### config.mk
export PLATFORM = sky130hd
export DESIGN_NAME = serial_frame_tx
export DESIGN_NICKNAME = d
export VERILOG_FILES = /design/src/rtl/serial_frame_tx_pkg.sv /design/src/rtl/serial_frame_tx_bit_timer.sv /design/src/rtl/serial_frame_tx.sv
export SDC_FILE = /design/constraint.sdc
export NUM_CORES = 1
export LEC_CHECK = 0
export BUFFER_PORTS_ARGS = -buffer_cell sky130_fd_sc_hd__buf_2
export CAP_MARGIN = 20
export CORE_ASPECT_RATIO = 0.75
export CORE_MARGIN = 2
export CORE_UTILIZATION = 55
export CTS_CLUSTER_SIZE = 28
export DETAILED_ROUTE_END_ITERATION = 8
export PLACE_DENSITY = 0.86
export SETUP_SLACK_MARGIN = 0.3
export SLEW_MARGIN = 20
export SYNTH_ARGS = -nofsm -noshare
export SYNTH_HDL_FRONTEND = slang
export SYNTH_SLANG_ARGS = --single-unit
### constraint.sdc
create_clock -name CLK -period 2.5 [get_ports CLK]
set_input_delay 0.125 -clock CLK [delete_from_list [all_inputs] [get_ports CLK]]
set_output_delay 0.125 -clock CLK [all_outputs]
set_load 0.03 [all_outputs]
### src/rtl/serial_frame_tx_pkg.sv
// ============================================================================
// Module      : serial_frame_tx_pkg
// Description : Shared types and constants for the single-wire serial link
//               (framer state encoding, line levels, counter sizing helper).
// Revision    : 1.0 - initial release
// ============================================================================
`default_nettype none

package serial_frame_tx_pkg;

  // Framer states, 3-bit encoding shared with the receiver side.
  typedef enum logic [2:0] {
    IDLE   = 3'd0,
    START  = 3'd1,
    DATA   = 3'd2,
    PARITY = 3'd3,
    STOP   = 3'd4
  } state_e;

  // Line levels of the link.
  localparam logic LINE_IDLE = 1'b1;
  localparam logic START_LVL = 1'b0;
  localparam logic STOP_LVL  = 1'b1;

  // Ceiling log2; returns 0 for value <= 1.
  function automatic int clog2(input int value);
    int result;
    result = 0;
    while ((1 << result) < value) begin
      result = result + 1;
    end
    return result;
  endfunction

endpackage

`default_nettype wire

### src/rtl/serial_frame_tx_bit_timer.sv
// ============================================================================
// Module      : bit_timer
// Description : Bit-period timer for the serial link. Counts 0..CLKS_PER_BIT-1
//               and raises tick_o on the last clock of every bit period.
//               Holding clear_i keeps the count at 0 so a bit period starts
//               exactly on the first clock after clear_i drops.
// Revision    : 1.0 - initial release
// ============================================================================
`default_nettype none

module bit_timer
  import serial_frame_tx_pkg::*;
#(
  parameter int CLKS_PER_BIT = 4
) (
  input  logic CLK,
  input  logic RST,
  input  logic clear_i,
  output logic tick_o
);

  // Count width is at least one bit so CLKS_PER_BIT=1 still builds.
  localparam int TW = (clog2(CLKS_PER_BIT) > 0) ? clog2(CLKS_PER_BIT) : 1;
  localparam logic [TW-1:0] LAST = TW'(CLKS_PER_BIT - 1);

  logic [TW-1:0] count_q;
  logic [TW-1:0] count_d;

  // Last clock of the current bit period.
  assign tick_o = (count_q == LAST);

  // Next count: wrap on the last clock, hold at zero while cleared.
  always_comb begin
    count_d = count_q + TW'(1);
    if (clear_i || tick_o) begin
      count_d = '0;
    end
  end

  // Count register.
  always_ff @(posedge CLK) begin
    if (RST) begin
      count_q <= '0;
    end else begin
      count_q <= count_d;
    end
  end

endmodule

`default_nettype wire

### src/rtl/serial_frame_tx.sv
// ============================================================================
// Module      : serial_frame_tx
// Description : Parallel-in, serial-out framed transmitter. Sends start bit,
//               WIDTH data bits LSB first, optional even parity, stop bit,
//               each held for CLKS_PER_BIT clocks. TXD and DONE are registered.
// Revision    : 1.0 - initial release
// ============================================================================
`default_nettype none

module serial_frame_tx
  import serial_frame_tx_pkg::*;
#(
  parameter int WIDTH        = 8,
  parameter int CLKS_PER_BIT = 4,
  parameter bit PARITY_EN    = 1'b0
) (
  input  logic             CLK,
  input  logic             RST,
  input  logic [WIDTH-1:0] DIN,
  input  logic             LOAD,
  output logic             READY,
  output logic             TXD,
  output logic             BUSY,
  output logic             DONE
);

  localparam int BW = clog2(WIDTH + 1);
  localparam logic [BW-1:0] LAST_BIT = BW'(WIDTH - 1);

  state_e           state_q,  state_d;
  logic [WIDTH-1:0] shreg_q,  shreg_d;
  logic [BW-1:0]    bitcnt_q, bitcnt_d;
  logic             parity_q, parity_d;
  logic             txd_q,    txd_d;
  logic             done_q,   done_d;
  logic             bit_tick;

  // Timer is held clear while idle so the start bit gets a full period.
  bit_timer #(
    .CLKS_PER_BIT (CLKS_PER_BIT)
  ) u_bit_timer (
    .CLK     (CLK),
    .RST     (RST),
    .clear_i (state_q == IDLE),
    .tick_o  (bit_tick)
  );

  assign READY = (state_q == IDLE);
  assign BUSY  = ~READY;
  assign TXD   = txd_q;
  assign DONE  = done_q;

  // Next-state logic; txd_d is the line level for the coming bit period, so
  // TXD changes on the same edge as the state.
  always_comb begin
    state_d  = state_q;
    shreg_d  = shreg_q;
    bitcnt_d = bitcnt_q;
    parity_d = parity_q;
    txd_d    = txd_q;
    done_d   = 1'b0;
    unique case (state_q)
      IDLE: begin
        txd_d = LINE_IDLE;
        if (LOAD) begin
          state_d  = START;
          shreg_d  = DIN;
          parity_d = ^DIN;
          bitcnt_d = '0;
          txd_d    = START_LVL;
        end
      end
      START: begin
        if (bit_tick) begin
          state_d = DATA;
          txd_d   = shreg_q[0];
        end
      end
      DATA: begin
        if (bit_tick) begin
          if (bitcnt_q == LAST_BIT) begin
            if (PARITY_EN) begin
              state_d = PARITY;
              txd_d   = parity_q;
            end else begin
              state_d = STOP;
              txd_d   = STOP_LVL;
            end
          end else begin
            bitcnt_d = bitcnt_q + BW'(1);
            shreg_d  = shreg_q >> 1;
            txd_d    = shreg_d[0];
          end
        end
      end
      PARITY: begin
        if (bit_tick) begin
          state_d = STOP;
          txd_d   = STOP_LVL;
        end
      end
      STOP: begin
        if (bit_tick) begin
          state_d = IDLE;
          txd_d   = LINE_IDLE;
          done_d  = 1'b1;
        end
      end
      default: begin
        state_d = IDLE;
        txd_d   = LINE_IDLE;
      end
    endcase
  end

  // State and datapath registers; reset aborts any frame without DONE.
  always_ff @(posedge CLK) begin
    if (RST) begin
      state_q  <= IDLE;
      shreg_q  <= '0;
      bitcnt_q <= '0;
      parity_q <= 1'b0;
      txd_q    <= LINE_IDLE;
      done_q   <= 1'b0;
    end else begin
      state_q  <= state_d;
      shreg_q  <= shreg_d;
      bitcnt_q <= bitcnt_d;
      parity_q <= parity_d;
      txd_q    <= txd_d;
      done_q   <= done_d;
    end
  end

endmodule

`default_nettype wire
Yosys cells after proc, flatten, opt, wreduce, memory -nomap -nowiden
Index checks and enable logic that the tools add are counted.

cells by class
  $add $sub $neg = 2
  equal/unequal tests = 14
  mux-type cells = 22
  bitwise operators = 2
  reductions and logical operators = 9

operator list
  cell                                                                   count
  8-bit two-way mux                                                      3
  3-bit two-way mux                                                      6
  8-bit case mux with 2 select lines                                     1
  3-bit case mux with 5 select lines                                     1
  4-bit two-way mux                                                      3
  2-bit by 1-bit != test with 1-bit output, second input constant        5
  4-bit case mux with 2 select lines                                     1
  3-bit by 2-bit equality test with 1-bit output, second input constant  2
  1-bit two-way mux                                                      6
  2-bit != test, second input constant                                   3
  6-bit AND reduction                                                    1
  2-bit OR reduction                                                     3
  4-bit by 1-bit adder with 4-bit output, second input constant          1
  4-bit by 3-bit equality test with 1-bit output, second input constant  1
  1-bit case mux with 4 select lines                                     1
  4-bit AND reduction                                                    1
  3-bit by 1-bit equality test with 1-bit output, second input constant  1
  3-bit equality test, second input constant                             1
  3-bit logical NOT                                                      1
  3-bit AND reduction                                                    1
  2-bit by 1-bit adder with 2-bit output, second input constant          1
  2-bit equality test, second input constant                             1
  1-bit NOT                                                              2
  2-bit nonzero test                                                     1
  1-bit logical OR                                                       1

word-level totals
  register bits after elaboration = 19
  bits of input ports = 11
  output and inout bits = 4
  word-level logic and storage cells = 55

Depth between registers and ports, before layout
  word-level depth = 4
  depth in mapped cells = 7
  depth with buffers taken out = 5

Hierarchy
From an unflattened synthesis, not the netlist that was laid out.

unflattened totals
  cells, all modules = 97
  area total of the unflattened synthesis = 993.5 um^2

by module, submodules not included
  module           times used  cells an instance  area an instance (um^2)  seq. area each (um^2)
  serial_frame_tx  1           92                 913.4                    340.3
  bit_timer        1           5                  80.1                     40.0

Worst setup path after synthesis
No wires, ideal clock.

  path type = register to register
  start point = register state_q[0]
  end point = register shreg_q[7]
  setup time = 0.071 ns
  data arrival time = 1.416 ns
  required time = 2.429 ns
  setup slack = 1.013 ns
  cell stages (with the launch flop) = 6
  buffers on the path = 1
  period minus slack after synthesis = 1.487 ns
  cell sequence = dfxtp_1 -> clkbuf_1 -> or3_1 -> inv_2 -> nand3_1 -> a21oi_1

on the way
  cells in the longest elaborated chain, start to end = 3
  elaborated cells on any way between the ends = 8
  classes of those cells = 4 x eq/ne; 1 x mux; 3 x reduce/logical

RTL lines
  what                                                           RTL line                RTL
  from (decl)                                                    serial_frame_tx.sv:30   state_e state_q, state_d;
  from (signal assigned)                                         serial_frame_tx.sv:126  state_q <= state_d;
  3-bit logical NOT *                                            n/a
  named net READY                                                serial_frame_tx.sv:21   output logic READY,
  2-bit != test (no line) or 2-bit nonzero test (tied branches)  n/a
  4-bit AND reduction (no line)                                  n/a
  to (signal assigned)                                           serial_frame_tx.sv:127  shreg_q <= shreg_d;
  to (decl)                                                      serial_frame_tx.sv:31   logic [WIDTH-1:0] shreg_q, shreg_d;

The timed path passes the listed nets; every way through them passes the cells marked *.
A chain may end at the register's enable or synchronous reset.

Worst setup path after layout
  start point = register u_bit_timer.count_q[0]
  end point = register shreg_q[5]

on the way
  cells in the longest elaborated chain, start to end = 3

RTL lines
  what                                                RTL line                         RTL
  from (decl)                                         serial_frame_tx_bit_timer.sv:26  logic [TW-1:0] count_q;
  from (signal assigned)                              serial_frame_tx_bit_timer.sv:45  count_q <= count_d;
  2-bit equality test                                 serial_frame_tx_bit_timer.sv:30  assign tick_o = (count_q == LAST);
  named net bit_tick                                  serial_frame_tx.sv:36            logic bit_tick;
  2-bit by 1-bit != test with 1-bit output (no line)  n/a
  4-bit AND reduction (no line)                       n/a

The timed path passes the listed nets, and every way through them passes these cells.

==> flow_metrics.env <==
export IMPL_outcome="complete, no violations"
export IMPL_num_fill_cells=148
export IMPL_synth_flop_cell="dfxtp_1"
export IMPL_slew_headroom_pct=59.1
export IMPL_fp_row_count=13
export IMPL_setup_viol=0
export IMPL_crit_arrival_ns=2.14
export IMPL_cts_clk_slew_worst_paths_ns=0.12
export IMPL_grt_pass1_wl_um=2920
export IMPL_io_buffers=14
export IMPL_worstSetupEndpointType="flop"
export IMPL_ys_warn_count=0
export IMPL_htreeDepth=1
export IMPL_setup_tns_ns=0
export IMPL_dr_first_iter_drc_count=24
export IMPL_hpwlAfterDp_um=1420
export IMPL_clockRootBuffer="clkbuf_4"
export IMPL_crit_type="flop to flop"
export IMPL_ir_drop_uv=467
export IMPL_gp_congestion=0.800
export IMPL_drc=0
export IMPL_worstRegToRegCells=5
export IMPL_synth_cell_type_count=34
export IMPL_ys_ff_latch=19
export IMPL_avgSynthCellArea_um2=8.92
export IMPL_worstHoldStart="DIN[7]"
export IMPL_drv_slew=0
export IMPL_post_drt_wl_per_cell_um=14.0
export IMPL_final_area_mm2=0.00105
export IMPL_postCtsHoldBufs=0
export IMPL_area_growth_pct=7.53
export IMPL_initial_core_util_pct=57.4
export IMPL_wl_um=1970
export IMPL_drive_gt1_share_pct=20.2
export IMPL_cts_tree="done"
export IMPL_fin_hold_ws_ns=0.0689
export IMPL_dieArea_mm2=0.00214
export IMPL_yosys_area_top_type="dfxtp_1"
export IMPL_final_nets=133
export IMPL_fin_ws_ns=0.591
export IMPL_first_global_vias=693
export IMPL_overflow=0
export IMPL_globalRouteTotalUtil_pct=19.7
export IMPL_ys_seq_area_share_pct=38.8
export IMPL_async_flop_share_pct=0
export IMPL_vias=817
export IMPL_yosys_area_top_type_share_pct=38.8
export IMPL_dp_slack_ns=0.652
export IMPL_syn_nets=123
export IMPL_hold_path_depth=3
export IMPL_worstPathRequired_ns=2.74
export IMPL_die_h_um=40.6
export IMPL_r2r_end="shreg_q[5]"
export IMPL_synth_area_um2=981
export IMPL_via_per_inst=5.79
export IMPL_dieWidth_um=52.8
export IMPL_design_core_area_mm2=0.00171
export IMPL_worstPathMaxFanout=16
export IMPL_p_leak_nw=0.378
export IMPL_final_antenna_net_count=0
export IMPL_maxCapViolations=0
export IMPL_rsz0062_at_grt="no"
export IMPL_grt_max_degree=22
export IMPL_worstMarginPinSlew_ns=0.612
export IMPL_r2r_slack_ns=0.59
export IMPL_synth_edf_count=0
export IMPL_dr_pass1_iters=4
export IMPL_finalHoldViolCount=0
export IMPL_clock_latency_ns=0.31
export IMPL_placed_area_mm2=0.00102
export IMPL_startpoint_type="flop"
export IMPL_fin_skew_ns=0.00411
export IMPL_cts_sinks=19
export IMPL_postCtsSetupRepairBufs=0
export IMPL_min_period_ns=1.91
export IMPL_fmaxAchievable_mhz=524
export IMPL_cts_repair_resized=0
export IMPL_antenna_cells=0
export IMPL_period_share_pct=76.3
export IMPL_synthCells=110
export IMPL_worstHoldEndpoint="shreg_q[7]"
export IMPL_hp_class="input port to flop"
export IMPL_powerDensity_mw_per_mm2=547
export IMPL_worstReg2RegStart="u_bit_timer.count_q[0]"
export IMPL_clockBufferDepth=2
export IMPL_synthTopCellsByArea="dfxtp_1 39%, mux2i_1 9.2%, nor2_1 5.4%, a211oi_2 3.8%, a21oi_1 3.6%"
export IMPL_cts_buffers=3
export IMPL_antenna_found_initial=0
export IMPL_finalPower_mw=0.577
export IMPL_ios=15
-- layer usage --
metal  vias to the layer above  track usage, %  wire (um)
li1                        420               -          -
met1                       372            22.8        943
met2                        23            35.3        922
met3                         2            6.72         98
met4                         0            5.77          8
met5                         -               0          0
-- cells in the final DEF (no fill, tap or decap), drive strengths merged, types with 3 or more instances in the layout --
| cell | count |
|---|---|
| nor4 | 4 |
| buf | 15 |
| a211oi | 7 |
| clkbuf | 3 |
| a21oi | 7 |
| inv | 3 |
| mux2i | 9 |
| o21ai | 6 |
| nor3 | 4 |
| nand4 | 4 |
| dfxtp | 19 |
| nor2 | 14 |
-- logic make-up after synthesis --
group	count (synthesis)	synth area share, %
AO/OA/AOI/OAI	26	18.2
adder cells (fa/ha/maj)	2	2.55
flip-flops	19	38.8
AND/OR/NAND/NOR	41	23.9
buffers and inverters	13	7.40
multiplexers	9	9.18
-- cell usage after synthesis, types with 3 or more instances --
| library cell | count |
|---|---|
| dfxtp_1 | 19 |
| nor2_1 | 14 |
| mux2i_1 | 9 |
| a21oi_1 | 7 |
| clkbuf_1 | 6 |
| o21ai_0 | 5 |
| a211oi_1 | 4 |
| nand4_1 | 4 |
| nor4_1 | 4 |
| a211oi_2 | 3 |
| buf_6 | 3 |
| nor3_1 | 3 |
-- area by class of cell --
cell class                 count  area [um2]  area share [%]
clock inverter                 1        7.51           0.712
multi-input combinational     78         528            50.1
sequential                    19         380            36.1
tap                           22        27.5            2.61
clock buffer                   3        22.5            2.14
timing repair buffer          15        77.6            7.35
inverter                       3        11.3            1.07
-- stage by stage --
stage | utilization (%) | std cells
6_report | 61.8 | 141
5_1_grt | 61.8 | 141
4_1_cts | 61.8 | 141
3_5_place_dp | 60.0 | 137
3_3_place_gp | 60.0 | 137
2_1_floorplan | - | 110
-- registers in the layout (all words and copies together), names as in the netlist --
| signal | count |
|---|---|
| DONE | 1 |
| TXD | 1 |
| bitcnt_q | 4 |
| shreg_q | 8 |
| state_q | 3 |
| u_bit_timer.count_q | 2 |
-- how the worst max path moves through the flow --
| stage | startpoint | end | slack [ns] | depth (start not counted) |
|---|---|---|---|---|
| after floorplan | state_q[0] | shreg_q[7] | 1.01 | 5 |
| after global placement | u_bit_timer.count_q[0] | shreg_q[3] | 0.77 | 5 |
| after detailed placement | u_bit_timer.count_q[0] | shreg_q[5] | 0.65 | 5 |
| after CTS | u_bit_timer.count_q[0] | shreg_q[5] | 0.62 | 5 |
| after global routing | u_bit_timer.count_q[0] | shreg_q[5] | 0.49 | 5 |
| final | u_bit_timer.count_q[0] | shreg_q[5] | 0.59 | 5 |
-- power by group --
group | internal (mW) | switching [mW] | total, mW
combinational | 0.0309 | 0.0495 | 0.0804
clock | 0.0611 | 0.106 | 0.167
sequential | 0.318 | 0.0118 | 0.330
total | 0.410 | 0.167 | 0.577
-- worst max-delay path: stages, from the launching register on --
cell and delay, ns:
dfxtp_1 0.36, ha_1 0.42, mux2i_1 0.19, nor3_4 0.51
nor2_1 0.13, a211oi_2 0.22
Power figures use the tool's default switching activity.
